===== src/rtl/counter_pkg.sv =====
// Shared types and constants for the up/down modulo counter family.
package counter_pkg;

  typedef enum logic {ST_RUN, ST_HALT} cnt_state_t;

  localparam logic MODE_WRAP    = 1'b0;
  localparam logic MODE_ONESHOT = 1'b1;

endpackage


===== src/rtl/counter_updown_mod_if.sv =====
// Control and status bundle of the up/down modulo counter.
interface counter_updown_mod_if #(
  parameter int unsigned WIDTH = 4
);

  logic             en;
  logic             up;
  logic             load;
  logic [WIDTH-1:0] din;
  logic             mode;
  logic [WIDTH-1:0] count;
  logic             tc;
  logic             wrap;
  logic             done;

  modport master (
    output en, up, load, din, mode,
    input  count, tc, wrap, done
  );

  modport slave (
    input  en, up, load, din, mode,
    output count, tc, wrap, done
  );

endinterface


===== src/rtl/counter_next.sv =====
// Combinational modulo step: next value, terminal count and wrap flag.
module counter_next #(
  parameter int unsigned WIDTH  = 4,
  parameter int unsigned MODULO = 16
) (
  input  logic [WIDTH-1:0] count,
  input  logic             up,
  output logic [WIDTH-1:0] next,
  output logic             tc,
  output logic             will_wrap
);

  localparam logic [WIDTH-1:0] MAX_V = WIDTH'(MODULO - 1);

  // Terminal detect against the modulo bound rather than relying on overflow.
  always_comb begin
    tc        = up ? (count == MAX_V) : (count == '0);
    will_wrap = tc;
    if (up) begin
      next = tc ? '0 : count + WIDTH'(1);
    end else begin
      next = tc ? MAX_V : count - WIDTH'(1);
    end
  end

endmodule


===== src/rtl/counter_updown_mod.sv =====
// Up/down modulo counter with load, enable, wrap or one-shot mode.
module counter_updown_mod
  import counter_pkg::*;
#(
  parameter int unsigned WIDTH  = 4,
  parameter int unsigned MODULO = 16
) (
  input  logic                 clk,
  input  logic                 reset,
  counter_updown_mod_if.slave  bus
);

  localparam longint unsigned SPAN  = 64'(1) << WIDTH;
  localparam int unsigned     WP1   = WIDTH + 1;
  localparam logic [WIDTH:0]  MOD_X = WP1'(MODULO);
  localparam logic [WIDTH-1:0] MAX_V = WIDTH'(MODULO - 1);

  // Reject parameter sets that cannot represent MODULO states.
  if (WIDTH < 1 || WIDTH > 63 || MODULO < 2 || 64'(MODULO) > SPAN) begin : g_bad_param
    $error("counter_updown_mod: illegal WIDTH/MODULO combination");
  end

  cnt_state_t       state_q, state_d;
  logic [WIDTH-1:0] count_q, count_d;
  logic             wrap_q, wrap_d;
  logic             done_q, done_d;

  logic [WIDTH-1:0] step_val;
  logic             tc;
  logic             will_wrap;
  logic [WIDTH-1:0] load_val;

  counter_next #(
    .WIDTH  (WIDTH),
    .MODULO (MODULO)
  ) u_next (
    .count     (count_q),
    .up        (bus.up),
    .next      (step_val),
    .tc        (tc),
    .will_wrap (will_wrap)
  );

  // Next-state and register inputs; load beats enable, HALT ignores enable.
  always_comb begin
    state_d  = state_q;
    count_d  = count_q;
    wrap_d   = 1'b0;
    done_d   = done_q;
    load_val = ({1'b0, bus.din} >= MOD_X) ? MAX_V : bus.din;

    if (bus.load) begin
      count_d = load_val;
      state_d = ST_RUN;
      done_d  = 1'b0;
    end else begin
      case (state_q)
        ST_RUN: begin
          if (bus.en) begin
            if (!tc || bus.mode == MODE_WRAP) begin
              count_d = step_val;
              wrap_d  = will_wrap;
            end else begin
              state_d = ST_HALT;
              done_d  = 1'b1;
            end
          end
        end
        ST_HALT: begin
          state_d = ST_HALT;
        end
        default: begin
          state_d = ST_RUN;
        end
      endcase
    end
  end

  // State, count and flag registers with synchronous reset.
  always_ff @(posedge clk) begin
    if (reset) begin
      state_q <= ST_RUN;
      count_q <= '0;
      wrap_q  <= 1'b0;
      done_q  <= 1'b0;
    end else begin
      state_q <= state_d;
      count_q <= count_d;
      wrap_q  <= wrap_d;
      done_q  <= done_d;
    end
  end

  assign bus.count = count_q;
  assign bus.tc    = tc;
  assign bus.wrap  = wrap_q;
  assign bus.done  = done_q;

endmodule


===== src/flat_wrapper.sv =====
// flat-port wrapper written by rule: the top's interface ports become plain ports
module counter_updown_mod_flat import counter_pkg::*;
#(
  parameter int unsigned WIDTH  = 4,
  parameter int unsigned MODULO = 16
)
  (clk, reset, bus_en, bus_up, bus_load, bus_din, bus_mode, bus_count, bus_tc, bus_wrap, bus_done);
  counter_updown_mod_if #(.WIDTH(WIDTH)) bus_i ();
  input  logic clk;
  input  logic reset;
  input wire logic [$bits(bus_i.en)-1:0] bus_en;
  input wire logic [$bits(bus_i.up)-1:0] bus_up;
  input wire logic [$bits(bus_i.load)-1:0] bus_load;
  input wire logic [$bits(bus_i.din)-1:0] bus_din;
  input wire logic [$bits(bus_i.mode)-1:0] bus_mode;
  output wire logic [$bits(bus_i.count)-1:0] bus_count;
  output wire logic [$bits(bus_i.tc)-1:0] bus_tc;
  output wire logic [$bits(bus_i.wrap)-1:0] bus_wrap;
  output wire logic [$bits(bus_i.done)-1:0] bus_done;
  assign bus_i.en = bus_en;
  assign bus_i.up = bus_up;
  assign bus_i.load = bus_load;
  assign bus_i.din = bus_din;
  assign bus_i.mode = bus_mode;
  assign bus_count = bus_i.count;
  assign bus_tc = bus_i.tc;
  assign bus_wrap = bus_i.wrap;
  assign bus_done = bus_i.done;
  counter_updown_mod #(.WIDTH(WIDTH), .MODULO(MODULO)) u_core (.clk(clk), .reset(reset), .bus(bus_i));
endmodule

===== config.mk =====
export PLATFORM = sky130hd
export DESIGN_NAME = counter_updown_mod_flat
export DESIGN_NICKNAME = d
export VERILOG_FILES = /design/src/rtl/counter_pkg.sv /design/src/rtl/counter_updown_mod_if.sv /design/src/rtl/counter_next.sv /design/src/rtl/counter_updown_mod.sv /design/src/flat_wrapper.sv
export SDC_FILE = /design/constraint.sdc
export NUM_CORES = 1
export LEC_CHECK = 0
export CAP_MARGIN = 40
export CORE_AREA = 2 2 39 41
export CTS_BUF_LIST = sky130_fd_sc_hd__clkbuf_4 sky130_fd_sc_hd__clkbuf_8
export DETAILED_ROUTE_END_ITERATION = 10
export DIE_AREA = 0 0 41 43
export DONT_BUFFER_PORTS = 1
export GPL_ROUTABILITY_DRIVEN = 1
export PLACE_DENSITY = 0.53
export SLEW_MARGIN = 20
export SYNTH_ARGS = -nofsm -noshare
export SYNTH_HDL_FRONTEND = slang
export SYNTH_SLANG_ARGS = --single-unit

===== constraint.sdc =====
create_clock -name clk -period 4.66 [get_ports clk]
set_clock_uncertainty 0.1 [all_clocks]
set_input_delay 0.233 -clock clk [delete_from_list [all_inputs] [get_ports clk]]
set_output_delay 0.233 -clock clk [all_outputs]
set_load 0.005 [all_outputs]

======== Word level (Yosys, flattened, before mapping) ========
Cells that the tools add are included.
cells by class
  add/subtract/negate cells ............... 2
  equal/unequal tests ..................... 2
  multiplexer cells ....................... 11
  bitwise logic cells ..................... 4
  reduce and logical (&&, ||, !) cells .... 9
operator list
  cell                                                                count
  4-bit 2-to-1 mux                                                    7
  3-bit AND reduction                                                 2
  5-bit OR reduction                                                  1
  4-bit by 1-bit adder with 4-bit output, second input constant       1
  4-bit equality test, second input constant                          1
  4-bit zero test                                                     1
  1-bit inverter                                                      4
  2-bit nonzero test                                                  2
  4-bit by 1-bit subtractor with 4-bit output, second input constant  1
  1-bit 2-to-1 mux                                                    3
  2-bit != test, second input constant                                1
  1-bit one-hot mux with 2 select lines                               1
  2-bit OR reduction                                                  1
  1-bit zero test                                                     1
  1-bit logical OR                                                    1
word-level totals
  flip-flop bits (word level) ............. 7
  input bits .............................. 10
  output and inout port bits .............. 7
  logic and storage cells ................. 32

======== Logic depth before layout (Yosys ltp) ========
Gate-level depths: netlist of run 1.
  word-level depth ........................ 8
  mapped depth ............................ 7
  depth with buffers taken out ............ 7

======== Modules after synthesis ========
From an unflattened synthesis of run 1, not the netlist that was laid out.
second synthesis, totals
  cells, all modules ...................... 57
  area, all modules ....................... 496.7 µm²
by module, submodules not included
  module              instances  cells each  area each (µm²)  seq. area each (µm²)
  counter_updown_mod  1          29          305.3            140.1
  counter_next        1          28          191.4            0.0

======== Worst setup path after synthesis of run 1 ========
No wires, ideal clock.
  path type ............................... register -> register
  start point ............................. register u_core.count_q[0] (netlist: u_core.bus.count[0])
  end point ............................... register u_core.count_q[1] (netlist: u_core.bus.count[1])
  setup time .............................. 0.125 ns
  data arrival time ....................... 1.727 ns
  path slack .............................. 2.709 ns
  stages on the path, launching flop included .. 8
  clock period less this slack ............ 1.951 ns
  cells stage by stage .................... dfxtp_1 -> inv_1 -> ha_1 -> or4b_4 -> a21boi_4 -> nand2b_4 -> mux2i_1 -> a211oi_2
on the way
  longest elaborated chain between the ends .. 8
  elaborated cells on any way between the ends .. 16
RTL lines
  item                                                                                 RTL line                  RTL
  start, declared                                                                      counter_updown_mod.sv:24  logic [WIDTH-1:0] count_q, count_d;
  start signal, assigned                                                               counter_updown_mod.sv:88  count_q <= count_d;
  branches (longest 8 deep; another with 4-bit by 1-bit subtractor with 4-bit output)  --
Several ways; the timed one is not identified. The select of a mux whose other input is x is not followed.
A chain may end at the register's enable or synchronous reset.

======== Worst setup path after layout of run 1 ========
  start point ............................. register u_core.count_q[0] (netlist: u_core.bus.count[0])
  end point ............................... register u_core.count_q[3] (netlist: u_core.bus.count[3])
Same word-level chain as after synthesis.

==> results by group, run 1 <==
Finish
  • Final instance count without filler cells: 73
  • Final nets: 70
  • N_diodes: 0
  • Area Growth Syn to Fin: 10.46%
  • Layout cells sized above 1: 22.81%

Timing
  • Final hold vios: 0
  • Final Max Slew Viols: 0
  • Fin crit share: 45.73%
  • Rel. slew slack: 74.80%
  • Worst Tran Pin Value: 0.3775 ns
  • Max Fclk: 469.3 MHz
  • Setup-failing EPs final: 0
  • Min cycle time layout: 2.131 ns
  • Hold_ws: 0.03184 ns
  • RSZ-0062 raised after global routing: no
  • Setup_tns: 0 ns

Synthesis
  • Post-Syn Nets: 65
  • Mapped Area: 490.5 sq um
  • Flip-flop and latch count after synthesis: 7
  • Top cells by instance count after synthesis: dfxtp_1 (7), a21oi_1 (6), inv_1 (4)
  • Post-synth top area share: 28.57%
  • Post-synth top area cell: dfxtp_1
  • Most frequent cell after synthesis: dfxtp_1
  • Cell variety after synth: 31
  • Post-synth EDFFs: 0
  • Synth Instances: 53
  • Synth top area cells: dfxtp_1 (29%), a21oi_1 (6.1%), ha_1 (5.1%)
  • Fraction of registers with async set/reset: 0%
  • Seq/Total Area, Yosys: 28.57%
  • Syn. warnings: 0
  • Mean Syn Cell Area: 9.254 sq um
  • Main flop type after synthesis: dfxtp_1

Global routing
  • First-pass GRT wire length: 1752 microns
  • Total GRT Usage: 14.87%
  • Number of global-route vias before repair: 422
  • Congestion Overflow GR: 0
  • Initial antenna violation count: 0
  • Pin count of the biggest net entering global routing: 11

Critical path
  • CP Capture Type: flip-flop
  • Worst reg2reg path depth: 7
  • CP Class: flip-flop to flip-flop
  • Required time of the worst setup path: 4.73 ns
  • Crit path launch type: flip-flop
  • Arrival @ worst endpoint: 2.20 ns
  • Worst Path Max Fanout: 9

Route
  • Drt total wl: 1103 microns
  • Initial detailed-routing violation count: 20
  • # DRC: 0
  • Routed Antenna Nets: 0
  • DR pass1 iterations: 4
  • Drt wl/cell: 15.11 microns
  • Vias/cell: 5.781
  • Via count: 422

Place
  • DP Wirelength: 766.2 microns
  • Gpl congestion: 0.6410
  • PortBufs: 0
  • Placed insts: 67

Clock network
  • CTS Buffer Depth: 2
  • # Post-CTS Setup Buffers: 0
  • Worst-Skew Late Latency: 0.26 ns
  • Clock Pin Slew Worst Setup and Hold Paths: 0.06 ns
  • Total CTS buffers: 3
  • CTS tree: done
  • CTS sink count: 7
  • Root buffer cell: clkbuf_4
  • Htree depth: 1

Job
  • Max-Cap Viols: 0

Floorplan
  • Chip height: 43 microns
  • Starting Density: 35.44%
  • Die width: 41 microns
  • I/O pin count: 17
  • Die area: 0.001763 sq mm
  • Core ar.: 0.001384 sq mm
  • Rows: 14

Power and ir drop
  • P_leak: 0.2176 nW
  • Maximum vdd drop: 0.0001237 V
  • Cell Pwr Density: 309.2 mW/mm^2

Min path
  • Worst hold path type: input port to flip-flop
  • Hold-critical path depth: 2

Run status
  • Status: completed
-- power breakdown --
group / leakage, nW / total (mW) / switching [mW] / internal (mW)
Clock: 0.0184 / 0.0629 / 0.0243 / 0.0386
Combinational: 0.142 / 0.0332 / 0.0148 / 0.0183
Sequential: 0.0576 / 0.0714 / 0.00802 / 0.0634
Total: 0.218 / 0.168 / 0.0472 / 0.120
-- final cells by class --
cell class	instances	area [sq um]
fillers	163	842.1
multi-input cells	40	316.6
flip-flops and latches	7	140.1
clock buffers	4	30.03
repair buffers	2	20.02
well taps	16	20.02
inverters	4	15.01
-- per-layer routing --
layer / share of wire, % / vias up / GRT usage, %
li1: - / 206 / -
met1: 41 / 205 / 16.77
met2: 53 / 11 / 22.50
met3: 5.3 / 0 / 4.712
met4: 0 / 0 / 10.00
met5: 0 / - / 0
-- cell usage in the layout, fill, tap and decap left out, types with 2 or more instances in the layout --
master | netlist | routed
nand2_1 | 2 | 2
dfxtp_1 | 7 | 7
mux2i_1 | 2 | 2
dlygate4sd3_1 | 0 | 2
a21oi_1 | 6 | 6
o21bai_1 | 3 | 3
ha_1 | 2 | 2
nor2_1 | 2 | 2
clkbuf_4 | 1 | 4
inv_1 | 4 | 4
nor3_1 | 2 | 2
or3b_2 | 2 | 2
-- kinds of logic after synthesis --
| group | count (synthesis) | synth area share, % |
|---|---|---|
| buffers and inverters | 6 | 6.887 |
| DFF | 7 | 28.57 |
| AOI/OAI and AO/OA | 17 | 27.55 |
| adders and majority gates | 2 | 5.101 |
| muxes | 2 | 4.082 |
| xor gates and xnor gates | 2 | 3.572 |
| and+or+nand+nor | 17 | 24.24 |
-- through the flow --
step	setup slack [ns]	utilization, %	power, mW	cell area, sq um
2_1_floorplan	2.709	-	0.1006	490.5
3_3_place_gp	2.559	35.53	0.1030	491.7
3_5_place_dp	2.536	35.53	0.1036	491.7
4_1_cts	2.512	39.15	0.1697	541.8
5_1_grt	2.418	39.15	0.1764	541.8
6_report	2.529	39.15	0.1675	541.8
-- what timing repair did --
| item | CTS | global route |
|---|---|---|
| hold buffers | 2 | 0 |
| resized for setup | 0 | 0 |
| hold endpoints to repair | 5 | 0 |
-- state kept, by name, indices dropped and copies added, names as in the netlist --
name              flops
u_core.bus.wrap       1
u_core.bus.count      4
u_core.bus.done       1
u_core.state_q        1
-- final timing paths --
check | slack [ns] | startpoint | endpoint
min reg2reg | 0.42 | u_core.state_q | u_core.state_q
max reg2reg | 2.53 | u_core.bus.count[0] | u_core.bus.count[3]
max | 2.53 | u_core.bus.count[0] | u_core.bus.count[3]
min | 0.03 | bus_din[3] | u_core.bus.count[3]
-- critical path, cell delays in order, from the launching register on --
cell and delay [ns]:
dfxtp_1 0.50, inv_1 0.10, ha_1 0.25, or4b_4 0.24
a21boi_4 0.06, nand2b_4 0.17, or3_1 0.39, a221oi_2 0.23
Power figures use the tool's default switching activity.
==> run 2: changes to the inputs <==
Settings changed: ABC_AREA set to 1, PLACE_DENSITY 0.53 to 0.6.
Clock period 4.66 ns to 1.75 ns, I/O delays scaled along.
==> run 2 against run 1 <==
  * Critical path depth up 4
  * Cell count up 55%
  * Setup slack worse by 2.4 ns
  * Synthesized area up 13%
  * Routed wire length up 18%
  * Hold slack worse by 0.020 ns
  * Non-clock buffer count up 7
  * Critical endpoint is now u_core.bus.count[2]
  * Combinational power rose to 4.2 times the previous value
==> results by group, run 2 <==
Run status
  • Status: completed

Floorplan
  • Rows: 14
  • Chip height: 43 microns
  • Core ar.: 0.001384 sq mm
  • Starting Density: 39.87%
  • Die width: 41 microns
  • Die area: 0.001763 sq mm
  • I/O pin count: 17

Power and ir drop
  • Maximum vdd drop: 0.0004104 V
  • Psw: 0.1617 mW
  • Seq pwr share: 39.2%
  • Clock power share: 31.6%
  • Cell Pwr Density: 706.1 mW/mm^2
  • P_leak: 0.3599 nW
  • Sw Ratio: 34.09%
  • Internal power: 0.3127 mW
  • Comb power frac: 29.2%

Clock network
  • Root buffer cell: clkbuf_4
  • Clock Pin Slew Worst Setup and Hold Paths: 0.06 ns
  • Htree depth: 1
  • CTS sink count: 7
  • CTS Buffer Depth: 2
  • CTS tree: done
  • # Post-CTS Setup Buffers: 0
  • Total CTS buffers: 3
  • Worst-Skew Late Latency: 0.26 ns

Critical path
  • Required time of the worst setup path: 1.80 ns
  • CP Capture Type: flip-flop
  • Reg-to-reg slack, setup: 0.15 ns
  • Arrival @ worst endpoint: 1.65 ns
  • Worst reg2reg path depth: 11
  • Crit path launch type: flip-flop
  • Top cell by count, worst path: nand2_4
  • CP Class: flip-flop to flip-flop
  • Critical-path cell list: inv_1 > ha_1 > inv_2 > nor2_4 > nand2_2 > nand2_4 > nand2_4 > nand2_4 > nand2_4 > and3_1 > nor2_1
  • Largest stage delay on the critical path: 0.35 ns
  • Worst path slowest cell: dfxtp_1
  • Worst Path Max Fanout: 5

Timing
  • Final Max Slew Viols: 0
  • Fin crit share: 91.34%
  • Setup-failing EPs final: 0
  • Max Fclk: 625.6 MHz
  • Final hold vios: 0
  • Setup_tns: 0 ns
  • Min cycle time layout: 1.598 ns
  • Rel. slew slack: 78.95%
  • RSZ-0062 raised after global routing: no
  • Worst Tran Pin Value: 0.3153 ns

Finish
  • N_diodes: 0
  • Largest register FFs: 4
  • Final instance area: 671.9 sq um
  • Final nets: 110
  • Area Growth Syn to Fin: 21.77%
  • Layout cells sized above 1: 20.62%
  • Final instance count without filler cells: 113
  • Most common cell after layout, fill and taps aside: nand2_1
  • Commonest non-fill, non-tap cells in the layout: nand2_1 (20), inv_1 (11), nand3_1 (10)
  • Fillers: 142

Route
  • # DRC: 0
  • Via count: 558
  • Drt total wl: 1302 microns
  • DR pass1 iterations: 4
  • Vias/cell: 4.938
  • Drt wl/cell: 11.52 microns
  • Initial detailed-routing violation count: 8
  • Routed Antenna Nets: 0

Place
  • DP Wirelength: 933 microns
  • Post-DP Area: 583.1 sq um
  • Placed insts: 103
  • Gpl congestion: 0.7784
  • PortBufs: 0

Job
  • Max-Cap Viols: 0

Synthesis
  • Top cells by instance count after synthesis: nand2_1 (20), inv_1 (12), nand3_1 (10)
  • Most frequent cell after synthesis: nand2_1
  • Post-Syn Nets: 97
  • Syn. warnings: 0
  • Flip-flop and latch count after synthesis: 7
  • Seq/Total Area, Yosys: 25.40%
  • Synth top area cells: dfxtp_1 (25%), nand2_1 (14%), nand2_4 (12%)
  • Post-synth EDFFs: 0
  • Mean Syn Cell Area: 6.492 sq um
  • Post-synth top area share: 25.40%
  • Mapped Area: 551.8 sq um
  • Main flop type after synthesis: dfxtp_1
  • Cell variety after synth: 20
  • Synth Instances: 85
  • Fraction of registers with async set/reset: 0%
  • Post-synth top area cell: dfxtp_1

Global routing
  • Congestion Overflow GR: 0
  • Total GRT Usage: 17.54%
  • Initial antenna violation count: 0
  • Pin count of the biggest net entering global routing: 10
  • Number of global-route vias before repair: 536
  • First-pass GRT wire length: 2132 microns

Min path
  • Worst hold path type: input port to flip-flop
  • Hold-critical path depth: 3
## run 2: cell types whose count changed in the layout (fill, tap and decap cells not counted), sizes merged, moves of 3 or more
cell / change
nand2: +25
inv: +10
nand3: +9
nor2: +7
dlygate4sd3: +4
buf: +3
o21ai: +3
o21bai: -3
## run 2: through the flow
stage	total power, mW	setup WS (ns)	util [%]	hold WS (ns)
floorplan	0.2873	0.1948	-	0.05657
global placement	0.3105	0.1205	42.13	0.06291
detailed placement	0.3136	0.09383	42.13	0.05960
CTS	0.4724	0.07830	47.74	0.006978
global route	0.5162	0.01630	48.55	0.002134
finish	0.4744	0.1515	48.55	0.01185
## run 2: final cells by class
| type | instances | area [sq um] | area share, % |
|---|---|---|---|
| multi-input cells | 62 | 341.6 | 50.84 |
| flip-flops and latches | 7 | 141.4 | 21.04 |
| repair buffers | 9 | 82.58 | 12.29 |
| inverters | 15 | 58.81 | 8.752 |
| clock buffers | 3 | 22.52 | 3.352 |
| well taps | 16 | 20.02 | 2.980 |
| clock inverters | 1 | 5.005 | 0.7449 |
## run 2: final timing paths
path | start | endpoint
max reg2reg | u_core.bus.count[0] | u_core.bus.count[2]
min | bus_load | u_core.bus.count[2]
min reg2reg | u_core.bus.done | u_core.bus.done
max | u_core.bus.count[0] | u_core.bus.count[2]
## run 2: power by group through the flow
stage               sequential (mW)  clock [mW]  combinational, mW
floorplan                     0.184           0              0.103
global route                  0.188       0.168              0.160
finish                        0.186       0.150              0.139
CTS                           0.186       0.151              0.136
detailed placement            0.189           0              0.125
global placement              0.189           0              0.121
## run 2: logic make-up after synthesis
group	share of synthesized area, %
AND/OR/NAND/NOR	49.21
buffers and inverters	12.70
AO/OA/AOI/OAI	8.163
flip-flops	25.40
adder cells (fa/ha/maj)	4.534
## run 2: worst max-delay path: cells and delay by family (launching register included)
| kind | cells | cell delay, ns |
|---|---|---|
| buf+inv | 2 | 0.19 |
| simple gates | 8 | 0.61 |
| fa+ha+maj | 1 | 0.23 |
| flops | 1 | 0.35 |
## run 2: what timing repair did
item | 4_1_cts | 5_1_grt
hold buffers | 5 | 1
endpoints found under the hold margin | 7 | 1
gates resized for setup | 0 | 2
endpoints found under the setup margin | 0 | 4
## run 2: routing by layer
metal	vias up	track usage [%]	wire length [microns]
met2	17	28.13	620
met1	248	21.17	592
met4	0	8.000	17
li1	290	-	-
met5	-	0	0
met3	3	3.665	71
==> run 3: changes to the inputs <==
Settings changed: PLACE_DENSITY 0.6 to 0.58.
Clock period 1.75 ns to 1.5 ns, I/O delays scaled along.
==> run 3 against run 2 <==
  * Die area unchanged
  * Sequential share of layout area decreased by 2.1 points
  * Via count increased by 1.8%
  * Count of clock-buffer cells in the layout increased by 1
  * Flip-flop and latch count unchanged
  * Largest power group unchanged
==> results by group, run 3 (synthesis gave the netlist of run 2 again) <==
Finish
  • Area Growth Syn to Fin: 37.87%
  • Layout cells sized above 1: 32.04%
  • Final nets: 116
  • Fillers: 127
  • End-of-flow core utilization: 54.97%
  • Register area: 143.9 sq um
  • Most common cell after layout, fill and taps aside: nand2_1
  • Largest register FFs: 4
  • Footprint of the multi-input gates: 372.9 sq um
  • N_diodes: 0
  • Commonest non-fill, non-tap cells in the layout: nand2_1 (20), nand3_1 (10), inv_1 (9)

Timing
  • Final Max Slew Viols: 0
  • Fin crit share: 96.64%
  • Max Fclk: 689.8 MHz
  • Final WS setup: 0.05037 ns
  • Rel. slew slack: 79.38%
  • Min cycle time layout: 1.450 ns
  • Final hold vios: 0
  • Setup-failing EPs final: 0
  • RSZ-0062 raised after global routing: yes
  • Setup_tns: 0 ns
  • Worst Tran Pin Value: 0.3074 ns

Power and ir drop
  • Seq pwr share: 35.2%
  • Cell Pwr Density: 810.5 mW/mm^2
  • P_leak: 0.3926 nW
  • Maximum vdd drop: 0.0005685 V
  • Sw Ratio: 32.23%
  • Comb power frac: 33.7%
  • Psw: 0.1987 mW
  • Clock power share: 31.2%
  • Internal power: 0.4179 mW

Place
  • PortBufs: 0
  • DP Wirelength: 964.8 microns
  • Placement Setup Slack: 0.003225 ns
  • Gpl congestion: 0.7579

Critical path
  • Reg-to-reg slack, setup: 0.05 ns
  • Worst path slowest cell: dfxtp_2
  • Top cell by count, worst path: nand2_4
  • Largest stage delay on the critical path: 0.33 ns
  • Required time of the worst setup path: 1.59 ns
  • CP Capture Type: flip-flop
  • Worst Path Max Fanout: 5
  • Arrival @ worst endpoint: 1.54 ns
  • CP Class: flip-flop to flip-flop
  • Crit path launch type: flip-flop
  • Critical-path cell list: inv_2 > ha_4 > inv_4 > nor2_4 > nand2_4 > nand2_4 > nand2_4 > nand2_4 > nand2_4 > and3_4 > nor2_1
  • Worst reg2reg path depth: 11

Floorplan
  • Core ar.: 0.001384 sq mm
  • I/O pin count: 17
  • Die area: 0.001763 sq mm
  • Rows: 14
  • Starting Density: 39.87%
  • Chip height: 43 microns
  • Die width: 41 microns

Clock network
  • Root buffer cell: clkbuf_4
  • CTS sink count: 7
  • Worst-Skew Late Latency: 0.25 ns
  • CTS tree: done
  • Clock Pin Slew Worst Setup and Hold Paths: 0.05 ns
  • Htree depth: 1
  • Total CTS buffers: 3
  • # Post-CTS Setup Buffers: 0
  • CTS Buffer Depth: 2

Route
  • Via count: 568
  • Vias/cell: 4.773
  • Initial detailed-routing violation count: 13
  • DR pass1 iterations: 4
  • Routed Antenna Nets: 0
  • Drt total wl: 1329 microns
  • Drt wl/cell: 11.17 microns
  • # DRC: 0

Global routing
  • First-pass GRT wire length: 2076 microns
  • Routing usage on met1: 22.55%
  • Most Crowded Layer GR: met2
  • Pin count of the biggest net entering global routing: 10
  • GRT met2 Usage: 25.94%
  • Initial antenna violation count: 0
  • Number of global-route vias before repair: 536
  • Total GRT Usage: 17.15%
  • Congestion Overflow GR: 0
  • Met3 usage: 3.141%

Run status
  • Status: completed

Job
  • Max-Cap Viols: 0

Min path
  • Hold-critical path depth: 4
  • Worst hold path type: input port to flip-flop
## run 3: changes by cell type in the layout (fill, tap and decap cells not counted), sizes merged
cell	before	now
clkbuf	3	4
buf	3	7
dlygate4sd3	6	8
clkinv	2	1
## run 3: layer usage
metal | vias to the layer above | wire, microns
met4 | 0 | 10
met5 | - | 0
met2 | 15 | 623
met3 | 2 | 68
li1 | 302 | -
met1 | 249 | 626
## run 3: path summary, 6_finish.rpt
check                       from                   to
min                       bus_en      u_core.bus.wrap
max          u_core.bus.count[1]  u_core.bus.count[2]
max reg2reg  u_core.bus.count[1]  u_core.bus.count[2]
min reg2reg      u_core.bus.done      u_core.bus.done
## run 3: cell type report
type / instances / area share (%)
multi-input cells: 62 / 49.01
flip-flops and latches: 7 / 18.91
repair buffers: 15 / 17.43
inverters: 15 / 8.059
clock buffers: 4 / 3.947
well taps: 16 / 2.632
## run 3: through the flow
stage | area, sq um | hold slack, ns | power, mW | std cells
global placement | 615.6 | 0.04134 | 0.3795 | 107
detailed placement | 615.6 | 0.04034 | 0.3824 | 107
finish | 760.7 | 0.01111 | 0.6166 | 119
CTS | 725.7 | 0.003145 | 0.5961 | 119
global route | 760.7 | 0.01405 | 0.6594 | 119
floorplan | 554.3 | 0.03665 | 0.3364 | 85
## run 3: power by group through the flow
stage	sequential [mW]	clock, mW	combinational, mW
global route	0.219	0.206	0.235
detailed placement	0.219	0	0.164
global placement	0.218	0	0.161
floorplan	0.216	0	0.121
finish	0.217	0.192	0.208
CTS	0.215	0.198	0.183
## run 3: what timing repair did
item | in CTS | in global routing
setup endpoints to repair | 1 | 5
hold buffers | 8 | 0
gates resized for setup | 1 | 12
endpoints found under the hold margin | 7 | 0
gates cloned | 0 | 0
pin swaps | 0 | 3
## run 3: critical path, delay by kind of cell, from the launching register on
| family | cells | cell delay (ns) |
|---|---|---|
| buffers and inverters | 2 | 0.11 |
| flip-flops | 1 | 0.33 |
| AND/OR/NAND/NOR | 8 | 0.69 |
| adder cells (fa/ha/maj) | 1 | 0.14 |
